**config.mk**
```make
export PLATFORM = sky130hd
export DESIGN_NAME = rf_wb_arbiter
export DESIGN_NICKNAME = d
export VERILOG_FILES = /design/src/rtl/rf_wb_arbiter.sv
export SDC_FILE = /design/constraint.sdc
export NUM_CORES = 1
export LEC_CHECK = 0
export BUFFER_PORTS_ARGS = -buffer_cell sky130_fd_sc_hd__buf_2
export CORE_UTILIZATION = 45
export CTS_CLUSTER_DIAMETER = 200
export DETAILED_ROUTE_END_ITERATION = 6
export PLACE_DENSITY = 0.86
export REMOVE_ABC_BUFFERS = 1
export SLEW_MARGIN = 10
export SYNTH_ARGS = -nofsm -noshare
export SYNTH_HDL_FRONTEND = slang
export SYNTH_SLANG_ARGS = --single-unit
export TNS_END_PERCENT = 100
```
**constraint.sdc**
```tcl
create_clock -name clk -period 4.3 [get_ports clk]
set_input_delay 0.86 -clock clk [delete_from_list [all_inputs] [get_ports clk]]
set_output_delay 0.86 -clock clk [all_outputs]
set_load 0.02 [all_outputs]
```
**src/rtl/rf_wb_arbiter.sv**
```systemverilog
// ---------------------------------------------------------------------------
// rf_wb_arbiter
//
// Shares the single synchronous write port of the 2r1w integer register file
// among N writeback requesters (ALU, MUL, LSU, ...). Each cycle a round-robin
// arbiter picks one valid requester starting from a rotating pointer. The
// arbiter answers with a combinational one-hot ready and registers the
// winner's write onto the register-file port with exactly one cycle of latency.
//
// Ports
//   clk        : clock, all state updates on the rising edge
//   rst        : synchronous active-high reset
//   hold       : when 1, no grant is issued this cycle
//   req_valid  : [N]       per-requester write request valid
//   req_ready  : [N]       per-requester accept, combinational, one-hot or zero
//   req_rd     : [N*5]     destination register, requester i at [5i+4:5i]
//   req_data   : [N*WIDTH] write data, requester i at [WIDTH*i +: WIDTH]
//   w_en       : registered write enable (never set for destination x0)
//   rd_addr    : registered destination address
//   w_data     : registered write data
//   grant_id   : registered index of the requester behind the current beat
// ---------------------------------------------------------------------------
module rf_wb_arbiter #(
  parameter int WIDTH = 32,
  parameter int N     = 3,
  parameter int IDW   = 2
) (
  input  logic                 clk,
  input  logic                 rst,
  input  logic                 hold,
  input  logic [N-1:0]         req_valid,
  output logic [N-1:0]         req_ready,
  input  logic [N*5-1:0]       req_rd,
  input  logic [N*WIDTH-1:0]   req_data,
  output logic                 w_en,
  output logic [4:0]           rd_addr,
  output logic [WIDTH-1:0]     w_data,
  output logic [IDW-1:0]       grant_id
);

  // Index of the lowest set bit of a request mask (0 when the mask is empty).
  function automatic logic [IDW-1:0] lowest_idx(input logic [N-1:0] mask);
    logic [IDW-1:0] idx;
    idx = '0;
    // Scan downwards so the last hit written is the lowest index.
    for (int i = N - 1; i >= 0; i--) begin
      idx = mask[i] ? IDW'(i) : idx;
    end
    return idx;
  endfunction

  // Round-robin pointer: the first index examined by the arbiter.
  logic [IDW-1:0]   ptr_q;
  logic [IDW-1:0]   ptr_d;

  // Output register stage.
  logic             w_en_q;
  logic             w_en_d;
  logic [4:0]       rd_addr_q;
  logic [4:0]       rd_addr_d;
  logic [WIDTH-1:0] w_data_q;
  logic [WIDTH-1:0] w_data_d;
  logic [IDW-1:0]   grant_id_q;
  logic [IDW-1:0]   grant_id_d;

  // Arbitration signals.
  logic [N-1:0]     hi_mask_s;
  logic [N-1:0]     lo_mask_s;
  logic [IDW-1:0]   win_idx_s;
  logic             grant_s;
  logic [N-1:0]     ready_s;
  logic [4:0]       sel_rd_s;
  logic [WIDTH-1:0] sel_data_s;

  // Split the candidates into the part at or after ptr and the wrapped part.
  // Taking the lowest index of the first non-empty part is exactly the scan
  // ptr, ptr+1, ..., N-1, 0, ..., ptr-1, and only indices < N can ever appear.
  always_comb begin
    hi_mask_s = '0;
    for (int i = 0; i < N; i++) begin
      hi_mask_s[i] = req_valid[i] & (IDW'(i) >= ptr_q);
    end
    lo_mask_s = req_valid & ~hi_mask_s;
    win_idx_s = (|hi_mask_s) ? lowest_idx(hi_mask_s) : lowest_idx(lo_mask_s);
    grant_s   = ~rst & ~hold & (|req_valid);
  end

  // One-hot ready and the winner's rd/data, selected by AND-OR over the one-hot.
  always_comb begin
    ready_s    = '0;
    sel_rd_s   = 5'd0;
    sel_data_s = '0;
    for (int i = 0; i < N; i++) begin
      ready_s[i] = grant_s & (win_idx_s == IDW'(i));
      sel_rd_s   = sel_rd_s   | (req_rd[5*i +: 5]           & {5{ready_s[i]}});
      sel_data_s = sel_data_s | (req_data[WIDTH*i +: WIDTH] & {WIDTH{ready_s[i]}});
    end
  end

  // Next-state for the pointer and the output register stage.
  always_comb begin
    ptr_d      = ptr_q;
    w_en_d     = 1'b0;
    rd_addr_d  = rd_addr_q;
    w_data_d   = w_data_q;
    grant_id_d = grant_id_q;
    if (grant_s) begin
      // Pointer wraps mod N, not mod 2^IDW.
      ptr_d      = (win_idx_s == IDW'(N - 1)) ? '0 : win_idx_s + IDW'(1);
      // A write to x0 is still consumed but never enabled on the port.
      w_en_d     = (sel_rd_s != 5'd0);
      rd_addr_d  = sel_rd_s;
      w_data_d   = sel_data_s;
      grant_id_d = win_idx_s;
    end else begin
      ptr_d      = ptr_q;
      w_en_d     = 1'b0;
    end
  end

  // State and output registers with synchronous reset.
  always_ff @(posedge clk) begin
    if (rst) begin
      ptr_q      <= '0;
      w_en_q     <= 1'b0;
      rd_addr_q  <= 5'd0;
      w_data_q   <= '0;
      grant_id_q <= '0;
    end else begin
      ptr_q      <= ptr_d;
      w_en_q     <= w_en_d;
      rd_addr_q  <= rd_addr_d;
      w_data_q   <= w_data_d;
      grant_id_q <= grant_id_d;
    end
  end

  assign req_ready = ready_s;
  assign w_en      = w_en_q;
  assign rd_addr   = rd_addr_q;
  assign w_data    = w_data_q;
  assign grant_id  = grant_id_q;

  rf_wb_arbiter_chk #(
    .N   (N),
    .IDW (IDW)
  ) u_chk (
    .clk       (clk),
    .rst       (rst),
    .hold      (hold),
    .req_ready (ready_s),
    .w_en      (w_en_q),
    .rd_addr   (rd_addr_q),
    .ptr       (ptr_q)
  );

endmodule

// ---------------------------------------------------------------------------
// rf_wb_arbiter_chk
//
// Protocol properties of the arbiter, kept apart from the datapath.
// Ports: clk, rst, hold, req_ready [N], w_en, rd_addr [5], ptr [IDW].
// ---------------------------------------------------------------------------
module rf_wb_arbiter_chk #(
  parameter int N   = 3,
  parameter int IDW = 2
) (
  input  logic           clk,
  input  logic           rst,
  input  logic           hold,
  input  logic [N-1:0]   req_ready,
  input  logic           w_en,
  input  logic [4:0]     rd_addr,
  input  logic [IDW-1:0] ptr
);

  a_ready_onehot0 : assert property (@(posedge clk) $onehot0(req_ready));

  a_ready_blocked : assert property (@(posedge clk) (rst || hold) |-> (req_ready == '0));

  a_no_x0_write : assert property (@(posedge clk) disable iff (rst) w_en |-> (rd_addr != 5'd0));

  a_ptr_range : assert property (@(posedge clk) disable iff (rst) (int'(ptr) < N));

endmodule

```
==> metrics.md <==
| Metric | Value |
|---|---|
| Mean post-synth cell area | `between 7 and 8 um2` |
| DRT iter0 DRCs | `105` |
| TritonRoute pass-1 iters | `4` |
| Crit path capture type | `output pin` |
| Dominant synthesized flop cell | `dfxtp_1` |
| Die width | `roughly 75 um` |
| Yosys top cell by area | `dfxtp_1` |
| Final Skew | `3.482 ps` |
| Hold path cells | `2` |
| Post-CTS Hold Fix Bufs | `0` |
| Tmin final | `around 3100 ps` |
| Yosys warnings | `0` |
| Outcome | `complete, no violations` |
| Fmax | `around 0.33 GHz` |
| Yosys cell types | `38` |
| RSZ-0062 raised after global routing | `no` |
| PwrDens | `340.2 nW/um2` |
| Asr flop ratio synth | `0` |
| R2R Path End | `w_data[21]$_SDFFE_PP0N_` |
| I/O pins | `between 150 and 200` |
| DP HPWL | `5.121 mm` |
| Most common cell in the netlist | `nand2_1` |
| Worst path required time | `between 3000 and 4000 ps` |
| Top cell type's share of synthesized area | `0.3550` |
| Number of diodes | `0` |
| P_leak | `about 1.6 nW` |
| Setup_tns | `0 ps` |
| PortBufs | `around 160` |
| Die ar. | `between 5000 and 6000 um2` |
| Multi-input logic area | `between 1000 and 1500 um2` |
| Synthesized instance count | `309` |
| CTS tree | `done` |
| Total Power | `between 0.001 and 0.0015 W` |
| Final #Nets | `570` |
| Worst EP arrival | `approximately 2200 ps` |
| DRT Wirelength | `roughly 6.9 mm` |
| Postcts setup bufs | `0` |
| Worst vdd ir | `0.0002137 V` |
| Tcrit/Tclk final | `0.7112` |
| Initial Util | `0.4667` |
| Grt total ovfl | `0` |
| Total number of vias | `approximately 2.8k` |
| R2r worst-path depth | `6` |
| Post-Syn Area | `approximately 2400 um2` |
| Die H | `74.55 um` |
| Rel. slew slack | `0.3770` |
| FF/Latch Area | `840.8 um2` |
| EDFF count, synth | `0` |
| Worst-Skew Late Latency | `roughly 290 ps` |
| Launch point of the worst reg-to-reg path | `ptr_q[1]$_SDFFE_PP0N_` |
| Routability congestion estimate | `approximately 0.88` |
| Fin. Hold Viols | `0` |
| Crit path to | `req_ready[0]` |
| GRT Total Usage | `0.2319` |
| Post-route ant nets | `0` |
| Top cells by count, synth | `nand2_1, a21oi_1, dfxtp_1` |
| Reg2reg setup slack | `about 2000 ps` |
| H-tree depth | `2` |
| Clock sink total | `42` |
| Area contributors post-synth | `dfxtp_1, nand2_1, a21oi_1` |
| Clk slew on worst S/H paths | `about 80 ps` |
| Share of cells above drive strength 1 | `0.4185` |
| PostCTS Resize Cnt | `0` |
| Largest net degree at the start of global routing | `between 40 and 50` |
| Critical Path Start | `req_valid[1]` |
| Endpoints failing setup | `0` |
| Seq/Total Area, Yosys | `0.3550` |
| P&R area growth vs syn | `37.77%` |
| CTS buffer count | `5` |
| Root Buffer | `clkbuf_8` |
| Post-layout util | `0.6430` |
| Clock Path Buffers | `2` |
| DR DRC count | `0` |
| Max-cap violation count | `0` |
| # fillers | `450` |
| Vias in the first global route | `approximately 2.3k` |
| Routed wire per std cell | `13.22 um` |
| Setup CP Type | `in2out` |
| Std-Cell Rows | `26` |
| Startpoint types | `input pin` |
| Initial antenna violation count | `0` |
| Crit-path max FO | `13` |
| Worst Tran Pin Value | `between 900 and 1000 ps` |
| Hold/Removal Path Class | `reg2reg` |
| Final Max Slew Viols | `0` |
| #FFs+latches synth | `42` |
| Global-route wire length before repair | `10.01 mm` |
| Core ar. | `slightly above 5000 um2` |
| Avg Vias per Cell | `~5.3` |
worst max-delay path, stage by stage:
cell and delay [ps]:
buf_2 160, nor3b_1 300, o31a_1 540, nor3_1 150
buf_2 190
logic make-up after synthesis:
kind of cell	share of synthesized area
muxes	0.01109
AOI/OAI and AO/OA	0.2990
DFF	0.3550
and+or+nand+nor	0.2509
buffers and inverters	0.08399
state kept, by name, summed over array words and instances, names as in the netlist:
register  flops
w_en          1
ptr_q         2
rd_addr       5
w_data       32
grant_id      2
worst min-delay path by stage:
stage                                  from                       to  slack, ps
finish              rd_addr[4]$_SDFFE_PP0N_  rd_addr[4]$_SDFFE_PP0N_        440
global route        rd_addr[4]$_SDFFE_PP0N_  rd_addr[4]$_SDFFE_PP0N_        470
CTS                 rd_addr[4]$_SDFFE_PP0N_  rd_addr[4]$_SDFFE_PP0N_        440
detailed placement  rd_addr[4]$_SDFFE_PP0N_  rd_addr[4]$_SDFFE_PP0N_        430
global placement    rd_addr[4]$_SDFFE_PP0N_  rd_addr[4]$_SDFFE_PP0N_        440
floorplan             ptr_q[1]$_SDFFE_PP0N_    ptr_q[1]$_SDFFE_PP0N_        500
layout make-up:
cell class	instances	share of cell area
well taps	70	0.02684
clock buffers	6	0.02531
clock inverters	2	0.01840
repair buffers	165	0.2577
flip-flops and latches	42	0.2577
multi-input cells	235	0.4095
inverters	4	0.004601
per-stage QoR:
stage          cells  area, um2  hold WS, ps  setup WS, ps
6_report         524       3263        443.0          1242
3_5_place_dp     516       3120        430.9          1244
3_3_place_gp     516       3120        438.6          1273
5_1_grt          524       3263        471.9          1157
2_1_floorplan    281       2185        499.5         946.6
4_1_cts          524       3263        444.4          1244
metal layers:
layer  track usage  vias up  routed length, um
li1              -     1388                  -
met1        0.2565     1239               2850
met2        0.4394      139               3469
met3       0.05556       12                511
met4       0.06080        0                 97
met5             0        -                  0
where the power goes:
part / switching (W) / leakage [nW] / internal (W)
clock: 0.000132 / 0.0714 / 0.000248
sequential: 0.0000175 / 0.347 / 0.000422
combinational: 0.000169 / 1.17 / 0.000122
cell usage in the layout, fill, tap and decap left out, drive strengths merged, types with 3 or more instances in the layout:
| master | netlist | layout |
|---|---|---|
| a21oi | 43 | 43 |
| clkbuf | 7 | 6 |
| inv | 4 | 4 |
| o21ai | 22 | 22 |
| nand3 | 17 | 17 |
| nor3 | 5 | 5 |
| o211ai | 18 | 18 |
| nor2b | 4 | 4 |
| nor2 | 11 | 11 |
| o221ai | 3 | 3 |
| a221o | 16 | 16 |
| buf | 21 | 165 |
| nand2 | 78 | 78 |
| dfxtp | 42 | 42 |
Power figures use the tool's default switching activity.
